--- src/rtl/data_mem_port_arbiter.sv ---
// Round-robin arbiter sharing data-memory port 2 between the load and store units.
// Each granted request runs a fixed-latency access, then a one-cycle tagged response pulse.
module data_mem_port_arbiter #(
    parameter int MEM_LATENCY = 1,
    parameter int TAG_W       = 4
) (
    input  logic             CLK,
    input  logic             RST,
    input  logic             ld_req,
    input  logic [31:0]      ld_addr,
    input  logic [2:0]       ld_type,
    input  logic [TAG_W-1:0] ld_tag,
    output logic             ld_gnt,
    output logic             ld_resp_valid,
    output logic [31:0]      ld_resp_data,
    output logic [TAG_W-1:0] ld_resp_tag,
    output logic             ld_resp_err,
    input  logic             st_req,
    input  logic [31:0]      st_addr,
    input  logic [31:0]      st_data,
    input  logic [2:0]       st_type,
    input  logic [TAG_W-1:0] st_tag,
    output logic             st_gnt,
    output logic             mem_resp_valid,
    output logic             mem_resp,
    output logic [TAG_W-1:0] st_resp_tag,
    output logic [31:0]      MEM_ADDR2,
    output logic             MEM_READ2,
    output logic             MEM_WRITE,
    output logic [31:0]      MEM_WRITE_DATA,
    output logic             MEM_SIGN,
    output logic [1:0]       MEM_SIZE,
    input  logic [31:0]      MEM_DOUT2
);

    localparam logic [2:0] LAST_CNT = 3'(MEM_LATENCY - 1);

    typedef enum logic [1:0] {
        S_IDLE   = 2'd0,
        S_ACCESS = 2'd1,
        S_RESP   = 2'd2
    } state_t;

    state_t             state_r;
    logic               last_st_r;
    logic               owner_st_r;
    logic [TAG_W-1:0]   tag_r;
    logic [2:0]         cnt_r;

    logic               grant_ld_s;
    logic               grant_st_s;
    logic [31:0]        sel_addr_s;
    logic [2:0]         sel_type_s;
    logic [TAG_W-1:0]   sel_tag_s;
    logic               sel_mis_s;

    function automatic logic misaligned(input logic [2:0] mtype, input logic [1:0] addr_lo);
        logic res;
        res = 1'b0;
        case (mtype[1:0])
            2'd1:    res = addr_lo[0];
            2'd2:    res = (addr_lo != 2'd0);
            default: res = 1'b0;
        endcase
        return res;
    endfunction

    // Grant decision: only in IDLE, and on a tie the side that did not win last time
    always_comb begin
        grant_ld_s = 1'b0;
        grant_st_s = 1'b0;
        if (!RST && (state_r == S_IDLE)) begin
            if (ld_req && st_req) begin
                if (last_st_r) begin
                    grant_ld_s = 1'b1;
                end else begin
                    grant_st_s = 1'b1;
                end
            end else begin
                grant_ld_s = ld_req;
                grant_st_s = st_req;
            end
        end else begin
            grant_ld_s = 1'b0;
            grant_st_s = 1'b0;
        end
    end

    // Request fields of whichever side is being granted
    always_comb begin
        sel_addr_s = 32'd0;
        sel_type_s = 3'd0;
        sel_tag_s  = {TAG_W{1'b0}};
        if (grant_st_s) begin
            sel_addr_s = st_addr;
            sel_type_s = st_type;
            sel_tag_s  = st_tag;
        end else begin
            sel_addr_s = ld_addr;
            sel_type_s = ld_type;
            sel_tag_s  = ld_tag;
        end
        sel_mis_s = misaligned(sel_type_s, sel_addr_s[1:0]);
    end

    assign ld_gnt = grant_ld_s;
    assign st_gnt = grant_st_s;

    // Access sequencer; all memory and response outputs are registered here
    always_ff @(posedge CLK or posedge RST) begin
        if (RST) begin
            state_r        <= S_IDLE;
            last_st_r      <= 1'b0;
            owner_st_r     <= 1'b0;
            tag_r          <= {TAG_W{1'b0}};
            cnt_r          <= 3'd0;
            MEM_ADDR2      <= 32'd0;
            MEM_READ2      <= 1'b0;
            MEM_WRITE      <= 1'b0;
            MEM_WRITE_DATA <= 32'd0;
            MEM_SIGN       <= 1'b0;
            MEM_SIZE       <= 2'd0;
            ld_resp_valid  <= 1'b0;
            ld_resp_data   <= 32'd0;
            ld_resp_tag    <= {TAG_W{1'b0}};
            ld_resp_err    <= 1'b0;
            mem_resp_valid <= 1'b0;
            mem_resp       <= 1'b0;
            st_resp_tag    <= {TAG_W{1'b0}};
        end else begin
            case (state_r)
                S_IDLE: begin
                    if (grant_ld_s || grant_st_s) begin
                        owner_st_r <= grant_st_s;
                        last_st_r  <= grant_st_s;
                        tag_r      <= sel_tag_s;
                        cnt_r      <= 3'd0;
                        if (sel_mis_s) begin
                            // Misaligned: skip the memory entirely and answer with an error
                            state_r <= S_RESP;
                            if (grant_st_s) begin
                                mem_resp_valid <= 1'b1;
                                mem_resp       <= 1'b0;
                                st_resp_tag    <= sel_tag_s;
                            end else begin
                                ld_resp_valid <= 1'b1;
                                ld_resp_err   <= 1'b1;
                                ld_resp_data  <= 32'd0;
                                ld_resp_tag   <= sel_tag_s;
                            end
                        end else begin
                            state_r        <= S_ACCESS;
                            MEM_ADDR2      <= sel_addr_s;
                            MEM_SIGN       <= sel_type_s[2];
                            MEM_SIZE       <= sel_type_s[1:0];
                            MEM_WRITE_DATA <= grant_st_s ? st_data : 32'd0;
                            MEM_READ2      <= grant_ld_s;
                            MEM_WRITE      <= grant_st_s;
                        end
                    end else begin
                        state_r <= S_IDLE;
                    end
                end
                S_ACCESS: begin
                    MEM_READ2 <= 1'b0;
                    MEM_WRITE <= 1'b0;
                    if (cnt_r == LAST_CNT) begin
                        state_r        <= S_RESP;
                        MEM_ADDR2      <= 32'd0;
                        MEM_WRITE_DATA <= 32'd0;
                        MEM_SIGN       <= 1'b0;
                        MEM_SIZE       <= 2'd0;
                        if (owner_st_r) begin
                            mem_resp_valid <= 1'b1;
                            mem_resp       <= 1'b1;
                            st_resp_tag    <= tag_r;
                        end else begin
                            ld_resp_valid <= 1'b1;
                            ld_resp_err   <= 1'b0;
                            ld_resp_data  <= MEM_DOUT2;
                            ld_resp_tag   <= tag_r;
                        end
                    end else begin
                        cnt_r <= cnt_r + 3'd1;
                    end
                end
                S_RESP: begin
                    state_r        <= S_IDLE;
                    ld_resp_valid  <= 1'b0;
                    ld_resp_data   <= 32'd0;
                    ld_resp_tag    <= {TAG_W{1'b0}};
                    ld_resp_err    <= 1'b0;
                    mem_resp_valid <= 1'b0;
                    mem_resp       <= 1'b0;
                    st_resp_tag    <= {TAG_W{1'b0}};
                end
                default: begin
                    state_r        <= S_IDLE;
                    MEM_ADDR2      <= 32'd0;
                    MEM_READ2      <= 1'b0;
                    MEM_WRITE      <= 1'b0;
                    MEM_WRITE_DATA <= 32'd0;
                    MEM_SIGN       <= 1'b0;
                    MEM_SIZE       <= 2'd0;
                    ld_resp_valid  <= 1'b0;
                    mem_resp_valid <= 1'b0;
                end
            endcase
        end
    end

endmodule

--- config.mk ---
export PLATFORM = sky130hd
export DESIGN_NAME = data_mem_port_arbiter
export DESIGN_NICKNAME = d
export VERILOG_FILES = /design/src/rtl/data_mem_port_arbiter.sv
export SDC_FILE = /design/constraint.sdc
export NUM_CORES = 1
export LEC_CHECK = 0
export ABC_AREA = 1
export CAP_MARGIN = 30
export CELL_PAD_IN_SITES_DETAIL_PLACEMENT = 1
export CELL_PAD_IN_SITES_GLOBAL_PLACEMENT = 2
export CORE_MARGIN = 10
export CORE_UTILIZATION = 21
export DETAILED_ROUTE_END_ITERATION = 8
export PLACE_DENSITY = 0.86
export SETUP_SLACK_MARGIN = 0.1
export SLEW_MARGIN = 40
export SYNTH_ARGS = -nofsm -noshare
export SYNTH_HDL_FRONTEND = slang
export SYNTH_SLANG_ARGS = --single-unit
--- constraint.sdc ---
create_clock -name CLK -period 4.7 [get_ports CLK]
set_input_delay 1.41 -clock CLK [delete_from_list [all_inputs] [get_ports CLK]]
set_output_delay 1.41 -clock CLK [all_outputs]
set_load 0.05 [all_outputs]
Yosys cells after proc, flatten, opt, wreduce, memory -nomap -nowiden
Index checks and enable logic that the tools add are counted.
{"block": "op_classes", "bitwise_logic": 1, "n_addsub": 1, "n_eq_ne": 13, "muxes": 76, "reduce_logical": 17}
{"op": "32-bit 2-to-1 mux", "n": 12}
{"op": "32-bit one-hot mux with 3 select lines", "n": 3}
{"op": "4-bit 2-to-1 mux", "n": 11}
{"op": "1-bit 2-to-1 mux", "n": 28}
{"op": "4-bit one-hot mux with 3 select lines", "n": 2}
{"op": "2-bit != test (second input constant)", "n": 8}
{"op": "2-bit 2-to-1 mux", "n": 6}
{"op": "6-bit AND reduction", "n": 2}
{"op": "1-bit one-hot mux with 2 select lines", "n": 5}
{"op": "5-bit AND reduction", "n": 2}
{"op": "3-bit 2-to-1 mux", "n": 3}
{"op": "1-bit one-hot mux with 3 select lines", "n": 3}
{"op": "2-bit one-hot mux with 3 select lines", "n": 1}
{"op": "3-bit one-hot mux with 2 select lines", "n": 1}
{"op": "3-bit AND reduction", "n": 2}
{"op": "2-bit by 1-bit == test with 1-bit output (second input constant)", "n": 2}
{"op": "2-bit == test (second input constant)", "n": 2}
{"op": "2-bit one-hot mux with 2 select lines", "n": 1}
{"op": "4-bit AND reduction", "n": 1}
{"op": "2-bit nonzero test", "n": 2}
{"op": "3-bit by 1-bit adder with 3-bit output (second input constant)", "n": 1}
{"op": "3-bit logical NOT", "n": 1}
{"op": "3-bit nonzero test", "n": 1}
{"op": "1-bit logical AND", "n": 2}
{"op": "other kinds (6)", "n": 6}
{"block": "totals", "elab_cells": 125, "register_bits": 123}

Depth between registers and ports, before layout
Gate-level depths: netlist (run 1).
{"block": "logic_depth", "word_depth": 9, "mapped_depth": 20}

Worst setup path after synthesis (run 1)
Ideal clock, no wire load.
{"block": "synth_timing", "path_type": "input port to output port", "start": "in RST", "end": "out ld_gnt", "required_ns": 3.290, "t_arrival_ns": 2.405, "path_stages": 3, "path_slack_ns": 0.885, "path_buffers": 0, "cell_sequence": "nor2_4 nand2_1 a21oi_1"}
{"block": "synth_between", "elab_chain_cells": 3}
{"element": "start: declaration", "line": "8", "rtl": "input logic RST,"}
{"element": "1-bit logical NOT (no source line)"}
{"element": "1-bit logical AND", "line": "72", "rtl": "if (!RST && (state_r == S_IDLE)) begin"}
{"element": "1-bit 2-to-1 mux", "line": "72"}
{"element": "end: declaration", "line": "13", "rtl": "output logic ld_gnt,"}
Every way passes these cells.

Worst setup path in the final report (run 1)
Ends and elaborated chain as after synthesis.

==> impl_metrics.prom, run 1 <==
# TYPE chip_impl_metric gauge
chip_impl_info{name="crit-reg2reg-launch",value="state_r[0]"} 1
chip_impl_metric{name="initial_antenna_violation_count",unit=""} 1
chip_impl_metric{name="simple_gate_share_of_the_synthesized_area",unit="%"} 35.76
chip_impl_metric{name="finalMaxSlewViolations",unit=""} 0
chip_impl_metric{name="power_density",unit="mW/mm^2"} 698.4
chip_impl_info{name="most-common-layout-cells",value="sky130_fd_sc_hd__nand2_1, sky130_fd_sc_hd__clkdlybuf4s50_1, sky130_fd_sc_hd__dfrtp_1, sky130_fd_sc_hd__nand4_1, sky130_fd_sc_hd__inv_1"} 1
chip_impl_metric{name="cts-htree-levels",unit=""} 4
chip_impl_metric{name="std_cell_rows",unit=""} 64
chip_impl_info{name="cts_root_buf",value="sky130_fd_sc_hd__clkbuf_16"} 1
chip_impl_metric{name="top_level_ports",unit=""} 261
chip_impl_metric{name="timing.critical_path.slowest_cell_delay",unit="ps"} 500
chip_impl_metric{name="max-slew-margin-rel",unit="%"} 51.08
chip_impl_info{name="tritoncts",value="yes"} 1
chip_impl_metric{name="post_route_cells_drive_above_1_share",unit="%"} 6.239
chip_impl_info{name="synth_largest_area_cell",value="sky130_fd_sc_hd__dfrtp_1"} 1
chip_impl_metric{name="drt_wl_total",unit="microns"} 26170
chip_impl_metric{name="setup.reg_to_reg.worst_slack",unit="ps"} 1370
chip_impl_metric{name="power.ir.vdd_worst",unit="mV"} 0.3460
chip_impl_metric{name="synth.top_cell.area_share",unit="%"} 47.84
chip_impl_metric{name="synth_fp_nets",unit=""} 1017
chip_impl_metric{name="drv.max_cap_violation_count",unit=""} 0
chip_impl_metric{name="avgViaCountPerCell",unit=""} 4.399
chip_impl_info{name="setup.worst_path.end",value="ld_gnt"} 1
chip_impl_metric{name="synth-compound-area-share",unit="%"} 4.551
chip_impl_info{name="cp_cell_sequence",value="clkdlybuf4s50_1 > nor2_4 > nand2_1 > a21oi_1 > buf_12"} 1
chip_impl_metric{name="post-route-period-util",unit="%"} 88.25
chip_impl_metric{name="maxClockFrequency",unit="MHz"} 241.1
chip_impl_metric{name="synth_sequential_area_ratio",unit="%"} 47.84
chip_impl_metric{name="finalSetupViolCount",unit=""} 0
chip_impl_metric{name="final.setup.tns",unit="ps"} 0
chip_impl_metric{name="critPathMaxFanout",unit=""} 5
chip_impl_metric{name="hold_ws",unit="ps"} 469.5
chip_impl_metric{name="library_cells_used_by_synthesis",unit=""} 26
chip_impl_metric{name="clock_sinks",unit=""} 123
chip_impl_metric{name="cts_buffer_depth",unit=""} 2
chip_impl_metric{name="post_cts_resize_count",unit=""} 0
chip_impl_metric{name="core_area",unit="sq mm"} 0.03043
chip_impl_metric{name="clkTransAtPathRegs",unit="ps"} 60
chip_impl_metric{name="final-hold-violation-count",unit=""} 0
chip_impl_metric{name="total_stage_count_of_the_critical_path",unit=""} 5
chip_impl_metric{name="cts-buffers-inserted",unit=""} 17
chip_impl_metric{name="initial_utilization",unit="%"} 21.14
chip_impl_info{name="critPathTopFamily",value="buffers and inverters"} 1
chip_impl_metric{name="multiInputGateArea",unit="sq mm"} 0.002710
chip_impl_metric{name="die_height",unit="microns"} 195.0
chip_impl_metric{name="regArea",unit="sq mm"} 0.003078
chip_impl_info{name="holdCritPathClass",value="flop to flop"} 1
chip_impl_metric{name="power.leakage",unit="nW"} 4.991
chip_impl_metric{name="remaining_antenna_violation_count_after_routing",unit=""} 0
chip_impl_metric{name="leftover_overflow_at_the_end_of_global_routing",unit=""} 0
chip_impl_metric{name="seqPwrFrac",unit="%"} 23.3
chip_impl_metric{name="power_frac_comb",unit="%"} 58.9
chip_impl_metric{name="timing_worst_slew_pin_value",unit="ps"} 733.7
chip_impl_metric{name="required",unit="ps"} 3290
chip_impl_metric{name="power_switching_share",unit="%"} 52.99
chip_impl_metric{name="post_synth_mux_area_share",unit="%"} 0
chip_impl_info{name="synth_top_family_by_area",value="simple AND/OR/NAND/NOR gates"} 1
chip_impl_metric{name="post_cts.repair.setup_buffers",unit=""} 0
chip_impl_metric{name="worst-path-buf-inv",unit=""} 2
chip_impl_info{name="final_common_cell",value="sky130_fd_sc_hd__nand2_1"} 1
chip_impl_metric{name="fin_worst_skew",unit="ps"} 14.63
chip_impl_info{name="ys_top_cells_by_area",value="sky130_fd_sc_hd__dfrtp_1, sky130_fd_sc_hd__nand2_1, sky130_fd_sc_hd__nand4_1"} 1
chip_impl_metric{name="finalNetCount",unit=""} 1247
chip_impl_info{name="slowest_stage",value="sky130_fd_sc_hd__clkdlybuf4s50_1"} 1
chip_impl_metric{name="drt_pass1_iterations",unit=""} 4
chip_impl_metric{name="synth_seq_cells",unit=""} 123
chip_impl_metric{name="die_w",unit="microns"} 195.0
chip_impl_metric{name="layout_min_cycle_time",unit="ps"} 4148
chip_impl_metric{name="fill_cells",unit=""} 3683
chip_impl_metric{name="skew_pair_late_insertion_delay",unit="ps"} 420
chip_impl_info{name="timing.rr.end",value="st_resp_tag[0]"} 1
chip_impl_metric{name="p_int",unit="mW"} 3.270
chip_impl_info{name="setup_crit_start",value="RST"} 1
chip_impl_metric{name="fp.dieArea",unit="sq mm"} 0.03804
chip_impl_info{name="setup_repair_after_global_routing_missed_its_margin",value="false"} 1
chip_impl_metric{name="netlist_area",unit="sq mm"} 0.006434
chip_impl_metric{name="place.detailed.hpwl",unit="microns"} 18900
chip_impl_metric{name="share_clk_of_total_power",unit="%"} 17.8
chip_impl_metric{name="worstRegToRegCells",unit=""} 18
chip_impl_metric{name="critPathArrivalTime",unit="ps"} 2740
chip_impl_metric{name="synthesis.instances",unit=""} 863
chip_impl_metric{name="synth-warning-count",unit=""} 0
chip_impl_metric{name="synth_area_per_cell",unit="sq um"} 7.455
chip_impl_metric{name="buffer_ports.inserted",unit=""} 260
chip_impl_info{name="end_kind",value="output pin"} 1
chip_impl_metric{name="detail_route.drc_violations",unit=""} 0
chip_impl_metric{name="hold_buffers",unit=""} 0
chip_impl_metric{name="grt_use_total",unit="%"} 13.35
chip_impl_metric{name="synthToLayoutAreaGrowth",unit="%"} 54.80
chip_impl_metric{name="grt_pass1_wl",unit="microns"} 41110
chip_impl_metric{name="largest_net_degree_at_the_start_of_global_routing",unit=""} 74
chip_impl_metric{name="xor_and_xnor_fraction_of_the_mapped_netlist_area",unit="%"} 0.1361
chip_impl_metric{name="avgRoutedWirePerCell",unit="microns"} 17.41
chip_impl_metric{name="routabilityCongestion",unit=""} 0.7549
chip_impl_info{name="status",value="complete, no violations"} 1
chip_impl_metric{name="grt_pass1_vias",unit=""} 7129
chip_impl_metric{name="drtIter0Drc",unit=""} 291
chip_impl_info{name="setup.worst_path.start_class",value="primary input"} 1
chip_impl_metric{name="synth-adder-area-share",unit="%"} 1.556
chip_impl_metric{name="power_switching",unit="mW"} 3.685
chip_impl_metric{name="vias",unit=""} 6611
chip_impl_info{name="setup.worst_path.class",value="primary input to output pin"} 1
kinds of logic (layout without fill, tap and decap cells):
kind of cell | after synthesis | in the layout
xor gates and xnor gates | 1 | 1
AOI/OAI and AO/OA | 57 | 57
buffers and inverters | 159 | 402
DFF | 123 | 123
and+or+nand+nor | 515 | 515
other | 0 | 1
adders and majority gates | 8 | 8
registers in the layout, indices dropped and copies added, names as in the netlist, 2 cells and up:
| name | flops |
|---|---|
| MEM_SIZE | 2 |
| ld_resp_data | 32 |
| cnt_r | 3 |
| MEM_ADDR2 | 32 |
| MEM_WRITE_DATA | 32 |
| st_resp_tag | 4 |
| tag_r | 4 |
| ld_resp_tag | 4 |
| state_r | 2 |
how the worst min path moves through the flow:
stage	from	end	cells after the start
3_5_place_dp	MEM_WRITE_DATA[18]	MEM_WRITE_DATA[18]	2
6_report	ld_resp_data[16]	ld_resp_data[16]	2
3_3_place_gp	ld_resp_tag[1]	ld_resp_tag[1]	2
5_1_grt	MEM_WRITE_DATA[8]	MEM_WRITE_DATA[8]	2
4_1_cts	MEM_WRITE_DATA[18]	MEM_WRITE_DATA[18]	2
2_1_floorplan	tag_r[3]	tag_r[3]	2
cell type report:
type	instances	area share [%]
well taps	396	4.975
repair buffers	276	27.83
diodes	1	0.02513
clock buffers	17	4.271
flip-flops and latches	123	30.90
clock inverters	15	1.193
inverters	94	3.593
multi-input cells	581	27.21
synthesized netlist by cell type:
cell type and number:
sky130_fd_sc_hd__nand2_1 340, sky130_fd_sc_hd__dfrtp_1 123, sky130_fd_sc_hd__nand4_1 113, sky130_fd_sc_hd__inv_1 90, sky130_fd_sc_hd__nor2_1 38, sky130_fd_sc_hd__a21oi_1 36
sky130_fd_sc_hd__clkbuf_1 33, sky130_fd_sc_hd__buf_2 24, sky130_fd_sc_hd__o21ai_0 18, sky130_fd_sc_hd__nand3_1 12, sky130_fd_sc_hd__ha_1 8, sky130_fd_sc_hd__inv_2 4
sky130_fd_sc_hd__buf_1 3, sky130_fd_sc_hd__buf_4 3, sky130_fd_sc_hd__nand2_2 3, sky130_fd_sc_hd__nand3_2 3, sky130_fd_sc_hd__buf_6 2, sky130_fd_sc_hd__or2_2 2
sky130_fd_sc_hd__nand3_4 1, sky130_fd_sc_hd__nor2_2 1, sky130_fd_sc_hd__nor2_4 1, sky130_fd_sc_hd__nor3b_4 1, sky130_fd_sc_hd__o21a_1 1, sky130_fd_sc_hd__o21ai_2 1
sky130_fd_sc_hd__o22ai_1 1, sky130_fd_sc_hd__xor2_1 1
tightest hold or removal path, delay by kind of cell, from the launching register on:
kind | cells | cell delay, ps
flops | 1 | 340
simple gates | 2 | 90
per-stage QoR:
step / power [mW] / setup slack (ps) / utilization, % / area, sq um / instances
6_report: 6.956 / 552.3 / 32.73 / 9960 / 1503
5_1_grt: 7.454 / 507.5 / 32.72 / 9957 / 1502
4_1_cts: 7.103 / 546.4 / 32.72 / 9956 / 1502
3_5_place_dp: 5.812 / 348.2 / 30.93 / 9412 / 1470
3_3_place_gp: 5.740 / 405.5 / 30.92 / 9408 / 1470
2_1_floorplan: 4.347 / 884.7 / - / 6437 / 863
layer usage:
metal,track usage [%],routed length (microns),vias to the layer above,share of wire [%]
met5,0,12,-,0.046
met4,2.913,190,2,0.73
met3,4.830,2049,13,7.8
met2,21.94,12170,191,47
met1,16.35,11740,3171,45
li1,-,-,3234,-
power by group through the flow:
stage               clock [mW]  sequential [mW]  combinational, mW
finish                    1.24             1.62               4.10
global route              1.34             1.68               4.44
CTS                       1.29             1.63               4.19
detailed placement           0             1.64               4.17
global placement             0             1.63               4.11
floorplan                    0             2.69               1.66
Power figures use the tool's default switching activity.
==> run 2: changes to the inputs <==
--- a/config.mk
+++ b/config.mk
@@ -12,7 +12,8 @@
 export CORE_MARGIN = 10
 export CORE_UTILIZATION = 21
 export DETAILED_ROUTE_END_ITERATION = 8
-export PLACE_DENSITY = 0.86
+export GPL_TIMING_DRIVEN = 0
+export PLACE_DENSITY_LB_ADDON = 0.25
 export SETUP_SLACK_MARGIN = 0.1
 export SLEW_MARGIN = 40
 export SYNTH_ARGS = -nofsm -noshare
==> run 2 against run 1 <==
  * Cell area rose by 4.0%
  * Sequential share of layout area fell by 1.2 points
  * Cell count rose by 3.7%
  * Combinational power rose by 4%
  * Via count rose by 1.6%
  * Hold slack got worse by 2.3 ps
==> impl_metrics.prom, run 2 (same netlist as run 1, synthesis figures left out) <==
# TYPE chip_impl_metric gauge
chip_impl_info{name="status",value="complete, no violations"} 1
chip_impl_metric{name="grt_pass1_wl",unit="microns"} 44340
chip_impl_metric{name="cts-htree-levels",unit=""} 4
chip_impl_info{name="setup.worst_path.class",value="primary input to output pin"} 1
chip_impl_metric{name="power.ir.vdd_worst",unit="mV"} 0.2703
chip_impl_info{name="top_layer_used",value="met5"} 1
chip_impl_metric{name="die_height",unit="microns"} 195.0
chip_impl_metric{name="placement.cell_area",unit="sq mm"} 0.009743
chip_impl_info{name="setup.worst_path.start_class",value="primary input"} 1
chip_impl_metric{name="maxClockFrequency",unit="MHz"} 226.3
chip_impl_metric{name="drt_pass1_iterations",unit=""} 4
chip_impl_metric{name="clkTransAtPathRegs",unit="ps"} 60
chip_impl_metric{name="fin_worst_skew",unit="ps"} 11.90
chip_impl_metric{name="fp.dieArea",unit="sq mm"} 0.03804
chip_impl_metric{name="wirelength_met1",unit="microns"} 12340
chip_impl_info{name="setup_repair_after_global_routing_missed_its_margin",value="true"} 1
chip_impl_metric{name="postLayoutCoreUtil",unit="%"} 34.05
chip_impl_metric{name="avgRoutedWirePerCell",unit="microns"} 18.02
chip_impl_metric{name="clock_sinks",unit=""} 123
chip_impl_info{name="tritoncts",value="yes"} 1
chip_impl_metric{name="hold_buffers",unit=""} 0
chip_impl_metric{name="cts-buffers-inserted",unit=""} 17
chip_impl_info{name="holdCritPathClass",value="flop to flop"} 1
chip_impl_metric{name="vias",unit=""} 6720
chip_impl_metric{name="finalNonFillerCells",unit=""} 1559
chip_impl_metric{name="total_power",unit="mW"} 7.296
chip_impl_metric{name="critPathArrivalTime",unit="ps"} 3010
chip_impl_metric{name="dp_slack",unit="ps"} -492.8
chip_impl_info{name="cts_root_buf",value="sky130_fd_sc_hd__clkbuf_16"} 1
chip_impl_metric{name="grt_use_total",unit="%"} 14.70
chip_impl_metric{name="finalNetCount",unit=""} 1304
chip_impl_metric{name="finalMaxSlewViolations",unit=""} 0
chip_impl_metric{name="place_inst",unit=""} 1527
chip_impl_metric{name="routabilityCongestion",unit=""} 0.7481
chip_impl_info{name="end_kind",value="output pin"} 1
chip_impl_metric{name="leftover_overflow_at_the_end_of_global_routing",unit=""} 0
chip_impl_metric{name="final_cell_area",unit="sq mm"} 0.01036
chip_impl_metric{name="final-hold-violation-count",unit=""} 0
chip_impl_metric{name="avgViaCountPerCell",unit=""} 4.310
chip_impl_metric{name="post-route-period-util",unit="%"} 94.00
chip_impl_metric{name="finalSetupViolCount",unit=""} 0
chip_impl_info{name="cp_cell_sequence",value="clkdlybuf4s50_1 > nor2_4 > nand3_2 > inv_2 > clkbuf_4 > buf_4 > buf_4"} 1
chip_impl_metric{name="max-slew-margin-rel",unit="%"} 50.13
chip_impl_metric{name="layout_min_cycle_time",unit="ps"} 4418
chip_impl_metric{name="die_w",unit="microns"} 195.0
chip_impl_metric{name="met2_wl",unit="microns"} 13180
chip_impl_metric{name="layout_setup_ws",unit="ps"} 281.9
chip_impl_metric{name="detail_route.drc_violations",unit=""} 0
chip_impl_metric{name="top_level_ports",unit=""} 261
chip_impl_info{name="reg_top3",value="MEM_ADDR2 (32), MEM_WRITE_DATA (32), ld_resp_data (32)"} 1
chip_impl_info{name="cpMostUsedCell",value="sky130_fd_sc_hd__buf_4"} 1
chip_impl_metric{name="drt_wl_total",unit="microns"} 28090
chip_impl_metric{name="drtIter0Drc",unit=""} 233
chip_impl_metric{name="fill_cells",unit=""} 3685
chip_impl_metric{name="remaining_antenna_violation_count_after_routing",unit=""} 0
chip_impl_metric{name="grt_pass1_vias",unit=""} 7471
chip_impl_metric{name="critPathMaxFanout",unit=""} 10
chip_impl_metric{name="cts_buffer_depth",unit=""} 2
chip_impl_info{name="most-common-layout-cells",value="sky130_fd_sc_hd__nand2_1, sky130_fd_sc_hd__clkdlybuf4s50_1, sky130_fd_sc_hd__dfrtp_1, sky130_fd_sc_hd__nand4_1, sky130_fd_sc_hd__inv_1"} 1
chip_impl_metric{name="drv.max_cap_violation_count",unit=""} 0
chip_impl_metric{name="power_density",unit="mW/mm^2"} 704.1
chip_impl_metric{name="largest_net_degree_at_the_start_of_global_routing",unit=""} 19
chip_impl_metric{name="required",unit="ps"} 3290
chip_impl_metric{name="initial_antenna_violation_count",unit=""} 1
chip_impl_info{name="final_common_cell",value="sky130_fd_sc_hd__nand2_1"} 1
chip_impl_metric{name="insertedDiodeCount",unit=""} 0
chip_impl_metric{name="post_route_cells_drive_above_1_share",unit="%"} 7.739
chip_impl_metric{name="met3_wirelength",unit="microns"} 2283
chip_impl_info{name="slowest_stage",value="sky130_fd_sc_hd__clkdlybuf4s50_1"} 1
chip_impl_metric{name="buffer_ports.inserted",unit=""} 260
chip_impl_metric{name="timing_worst_slew_pin_value",unit="ps"} 748.1
chip_impl_metric{name="core_area",unit="sq mm"} 0.03043
chip_impl_metric{name="synthToLayoutAreaGrowth",unit="%"} 61.07
chip_impl_metric{name="place.detailed.hpwl",unit="microns"} 21910
chip_impl_metric{name="std_cell_rows",unit=""} 64
chip_impl_metric{name="timing.critical_path.slowest_cell_delay",unit="ps"} 500
chip_impl_metric{name="skew_pair_late_insertion_delay",unit="ps"} 420
chip_impl_metric{name="initial_utilization",unit="%"} 21.14
chip_impl_metric{name="power.leakage",unit="nW"} 5.204
## run 2: cell type report
class                   count  area [sq um]  share of cell area [%]
flip-flops and latches    123          3078                   29.70
plain buffers              65         309.0                   2.982
clock buffers              18         429.2                   4.142
clock inverters            14         185.2                   1.787
well taps                 396         495.5                   4.781
repair buffers            268          2806                   27.08
multi-input cells         581          2703                   26.08
inverters                  94         356.6                   3.441
## run 2: through the flow
step                      hold WS (ps)  setup TNS, ps
after detailed placement         457.5          -9010
after global routing             486.9              0
after global placement           452.2          -6136
after floorplan                  453.7              0
final                            467.1              0
after CTS                        474.4              0
## run 2: path summary, 6_finish.rpt
check                      slack, ps      startpoint  cells past startpoint            endpoint
max                              280             RST                      7              st_gnt
max in group asynchronous       2420             RST                      6        MEM_ADDR2[1]
min reg2reg                      470  st_resp_tag[3]                      2      st_resp_tag[3]
min                              470  st_resp_tag[3]                      2      st_resp_tag[3]
max reg2reg                      970      state_r[0]                     19  MEM_WRITE_DATA[13]
min in group asynchronous       1400             RST                      2   MEM_WRITE_DATA[3]
## run 2: repair_timing
| item | 4_1_cts | 5_1_grt |
|---|---|---|
| pin swaps | 0 | 0 |
| hold endpoints to repair | 0 | 0 |
| gates resized for setup | 7 | 10 |
| setup buffers | 0 | 0 |
| setup endpoints to repair | 2 | 25 |
## run 2: routing by layer
metal / up-vias / GRT usage (%)
li1: 3348 / -
met4: 2 / 3.337
met5: - / 0
met2: 176 / 23.91
met1: 3182 / 17.79
met3: 12 / 5.927
## run 2: worst max-delay path, delay by kind of cell
family | cells | cell delay [ps]
buffers and inverters | 5 | 1250
AND/OR/NAND/NOR | 2 | 340
## run 2: report_power, final
group | internal, mW | switching, mW | leakage [nW] | total (mW)
clock network | 0.850 | 0.564 | 0.291 | 1.41
registers | 1.42 | 0.191 | 1.64 | 1.61
logic | 1.26 | 3.01 | 3.28 | 4.27
total | 3.53 | 3.77 | 5.20 | 7.30
==> run 3: changes to the inputs <==
--- a/config.mk
+++ b/config.mk
@@ -10,7 +10,8 @@
 export CELL_PAD_IN_SITES_DETAIL_PLACEMENT = 1
 export CELL_PAD_IN_SITES_GLOBAL_PLACEMENT = 2
 export CORE_MARGIN = 10
-export CORE_UTILIZATION = 21
+export CORE_UTILIZATION = 24
+export CTS_BUF_LIST = sky130_fd_sc_hd__clkbuf_4
 export DETAILED_ROUTE_END_ITERATION = 8
 export GPL_TIMING_DRIVEN = 0
 export PLACE_DENSITY_LB_ADDON = 0.25
==> constraint.sdc (replaced) <==
create_clock -name CLK -period 4.57 [get_ports CLK]
set_input_delay 1.371 -clock CLK [delete_from_list [all_inputs] [get_ports CLK]]
set_output_delay 1.371 -clock CLK [all_outputs]
set_load 0.05 [all_outputs]
==> run 3 against run 2 <==
  * Combinational power grew 1%
  * Clock power shrank 36%
  * Cell count shrank 3.8%
  * Non-clock buffer count shrank 2
  * Largest cell class is now flip-flops and latches
  * Routed wire length shrank 6.0%
  * Hold slack gained 9.2 ps
  * Register-to-register slack lost 100 ps
  * Critical path depth is the same
  * Sequential power grew 2%
  * Global-route usage grew 0.90 points
  * Highest routed layer is now met4
  * First-iteration DRC count grew 3.4%
==> impl_metrics.prom, run 3 (same netlist as run 1, synthesis figures left out) <==
# TYPE chip_impl_metric gauge
chip_impl_metric{name="finalNonFillerCells",unit=""} 1499
chip_impl_metric{name="fp.dieArea",unit="sq mm"} 0.03376
chip_impl_info{name="tritoncts",value="yes"} 1
chip_impl_metric{name="avgViaCountPerCell",unit=""} 4.408
chip_impl_metric{name="drt_wl_total",unit="microns"} 26410
chip_impl_metric{name="post_cts.repair.setup_buffers",unit=""} 0
chip_impl_metric{name="power_switching_share",unit="%"} 53.84
chip_impl_metric{name="worst-path-buf-inv",unit=""} 5
chip_impl_metric{name="largest_net_degree_at_the_start_of_global_routing",unit=""} 24
chip_impl_info{name="cp_cell_sequence",value="clkdlybuf4s50_1 > nor2_4 > nand3_2 > inv_2 > clkbuf_4 > buf_4 > buf_4"} 1
chip_impl_metric{name="skew_pair_late_insertion_delay",unit="ps"} 530
chip_impl_metric{name="finalNetCount",unit=""} 1302
chip_impl_metric{name="drv.max_cap_violation_count",unit=""} 0
chip_impl_metric{name="die_w",unit="microns"} 183.7
chip_impl_metric{name="grt_pass1_wl",unit="microns"} 41280
chip_impl_metric{name="power_frac_comb",unit="%"} 62.9
chip_impl_metric{name="drt_pass1_iterations",unit=""} 7
chip_impl_metric{name="p_int",unit="mW"} 3.179
chip_impl_metric{name="cts-buffers-inserted",unit=""} 17
chip_impl_metric{name="finalMaxSlewViolations",unit=""} 0
chip_impl_metric{name="hold_buffers",unit=""} 0
chip_impl_metric{name="cts_buffer_depth",unit=""} 2
chip_impl_info{name="cts_root_buf",value="sky130_fd_sc_hd__clkbuf_4"} 1
chip_impl_metric{name="dp_slack",unit="ps"} -551.4
chip_impl_metric{name="cts-htree-levels",unit=""} 4
chip_impl_metric{name="core_area",unit="sq mm"} 0.02621
chip_impl_metric{name="grt_pass1_vias",unit=""} 7148
chip_impl_metric{name="critPathArrivalTime",unit="ps"} 2970
chip_impl_metric{name="timing.critical_path.slowest_cell_delay",unit="ps"} 500
chip_impl_metric{name="initial_utilization",unit="%"} 24.55
chip_impl_metric{name="place_inst",unit=""} 1464
chip_impl_metric{name="share_clk_of_total_power",unit="%"} 13.1
chip_impl_metric{name="critPathMaxFanout",unit=""} 10
chip_impl_metric{name="clkTransAtPathRegs",unit="ps"} 100
chip_impl_metric{name="layout_min_cycle_time",unit="ps"} 4345
chip_impl_info{name="final_common_cell",value="sky130_fd_sc_hd__nand2_1"} 1
chip_impl_metric{name="post_route_cells_drive_above_1_share",unit="%"} 7.407
chip_impl_metric{name="routabilityCongestion",unit=""} 0.7406
chip_impl_metric{name="final_cell_area",unit="sq mm"} 0.009943
chip_impl_metric{name="required",unit="ps"} 3200
chip_impl_metric{name="post-route-period-util",unit="%"} 95.07
chip_impl_info{name="holdCritPathClass",value="flop to flop"} 1
chip_impl_metric{name="timing_worst_slew_pin_value",unit="ps"} 715.6
chip_impl_metric{name="grt_use_total",unit="%"} 15.59
chip_impl_metric{name="buffer_ports.inserted",unit=""} 260
chip_impl_metric{name="std_cell_rows",unit=""} 59
chip_impl_metric{name="vias",unit=""} 6608
chip_impl_metric{name="max-slew-margin-rel",unit="%"} 52.29
chip_impl_info{name="cpMostUsedCell",value="sky130_fd_sc_hd__buf_4"} 1
chip_impl_metric{name="top_level_ports",unit=""} 261
chip_impl_metric{name="power_switching",unit="mW"} 3.708
chip_impl_metric{name="power.ir.vdd_worst",unit="mV"} 0.2353
chip_impl_metric{name="layout_setup_ws",unit="ps"} 225.4
chip_impl_metric{name="synthToLayoutAreaGrowth",unit="%"} 54.55
chip_impl_metric{name="fin_worst_skew",unit="ps"} 15.57
chip_impl_info{name="reg_top3",value="MEM_ADDR2 (32), MEM_WRITE_DATA (32), ld_resp_data (32)"} 1
chip_impl_info{name="status",value="complete, no violations"} 1
chip_impl_metric{name="power.leakage",unit="nW"} 5.048
chip_impl_metric{name="avgRoutedWirePerCell",unit="microns"} 17.62
chip_impl_metric{name="power_density",unit="mW/mm^2"} 692.6
chip_impl_metric{name="final-hold-violation-count",unit=""} 0
chip_impl_info{name="most-common-layout-cells",value="sky130_fd_sc_hd__nand2_1, sky130_fd_sc_hd__clkdlybuf4s50_1, sky130_fd_sc_hd__dfrtp_1, sky130_fd_sc_hd__nand4_1, sky130_fd_sc_hd__inv_1"} 1
chip_impl_metric{name="hold_ws",unit="ps"} 476.3
chip_impl_metric{name="remaining_antenna_violation_count_after_routing",unit=""} 0
chip_impl_info{name="setup.worst_path.class",value="primary input to output pin"} 1
chip_impl_metric{name="clock_sinks",unit=""} 123
chip_impl_info{name="setup.worst_path.start_class",value="primary input"} 1
chip_impl_metric{name="finalSetupViolCount",unit=""} 0
chip_impl_metric{name="initial_antenna_violation_count",unit=""} 2
chip_impl_metric{name="detail_route.drc_violations",unit=""} 0
chip_impl_metric{name="drtIter0Drc",unit=""} 241
chip_impl_info{name="setup_repair_after_global_routing_missed_its_margin",value="true"} 1
chip_impl_info{name="end_kind",value="output pin"} 1
chip_impl_metric{name="maxClockFrequency",unit="MHz"} 230.2
chip_impl_info{name="slowest_stage",value="sky130_fd_sc_hd__clkdlybuf4s50_1"} 1
chip_impl_metric{name="placement.cell_area",unit="sq mm"} 0.009609
chip_impl_metric{name="place.detailed.hpwl",unit="microns"} 20760
chip_impl_info{name="critPathTopFamily",value="buffers and inverters"} 1
chip_impl_metric{name="die_height",unit="microns"} 183.7
chip_impl_metric{name="seqPwrFrac",unit="%"} 24.0
chip_impl_metric{name="leftover_overflow_at_the_end_of_global_routing",unit=""} 0
[run 3: path summary, 6_finish.rpt]
kind,from,end,slack [ps],depth (start not counted)
worst max-delay path,RST,st_gnt,230,7
worst min-delay path,MEM_SIZE[0],MEM_SIZE[0],480,2
max in group asynchronous,RST,MEM_ADDR2[0],2580,4
min in group asynchronous,RST,state_r[0],1310,2
worst min register to register,MEM_SIZE[0],MEM_SIZE[0],480,2
worst max register to register,state_r[0],MEM_WRITE_DATA[13],870,19
[run 3: metrics by stage]
stage	utilization (%)	setup TNS (ps)	power, mW
floorplan	-	0	4.471
global placement	36.09	-14140	6.054
detailed placement	36.67	-16060	6.099
CTS	37.88	0	7.035
global route	37.93	0	7.462
finish	37.94	0	6.887
[run 3: power by group through the flow]
stage	registers, mW	logic (mW)	clock network, mW
detailed placement	1.67	4.42	0
CTS	1.66	4.43	0.945
global placement	1.66	4.39	0
global route	1.70	4.77	0.995
finish	1.65	4.33	0.902
floorplan	2.76	1.71	0
[run 3: metal layers]
metal	part of all wire, %	GRT usage [%]
met1	43	18.53
met5	0	0
met2	47	26.03
met3	8.8	6.225
met4	0.97	3.245
[run 3: repair_timing]
item | in CTS | in global routing
pin swaps | 0 | 0
resized for setup | 7 | 7
endpoints found under the setup margin | 2 | 4
[run 3: layout make-up]
class	count	area (sq um)
timing repair buffer	266	2749
sequential	123	3078
multi-input combinational	581	2703
inverter	94	356.6
fill	3178	16260
clock buffer	17	127.6
tap	335	419.2
buffer	65	307.8
clock inverter	15	195.2
antenna	3	7.507
[run 3: worst reg2reg max path, stage by stage, from the launching register on]
cell and delay [ps]:
sky130_fd_sc_hd__dfrtp_1 420, sky130_fd_sc_hd__inv_1 110, sky130_fd_sc_hd__ha_1 320, sky130_fd_sc_hd__inv_2 90, sky130_fd_sc_hd__nor2_4 150, sky130_fd_sc_hd__nand3_2 130, sky130_fd_sc_hd__buf_2 240, sky130_fd_sc_hd__or2_2 290
sky130_fd_sc_hd__o21ai_0 210, sky130_fd_sc_hd__inv_1 100, sky130_fd_sc_hd__ha_1 200, sky130_fd_sc_hd__or2_2 260, sky130_fd_sc_hd__nand3_1 80, sky130_fd_sc_hd__nand2_1 100, sky130_fd_sc_hd__nand3_2 220, sky130_fd_sc_hd__nand3_2 130
sky130_fd_sc_hd__buf_4 200, sky130_fd_sc_hd__buf_2 210, sky130_fd_sc_hd__nand2_1 80, sky130_fd_sc_hd__nand2_1 60
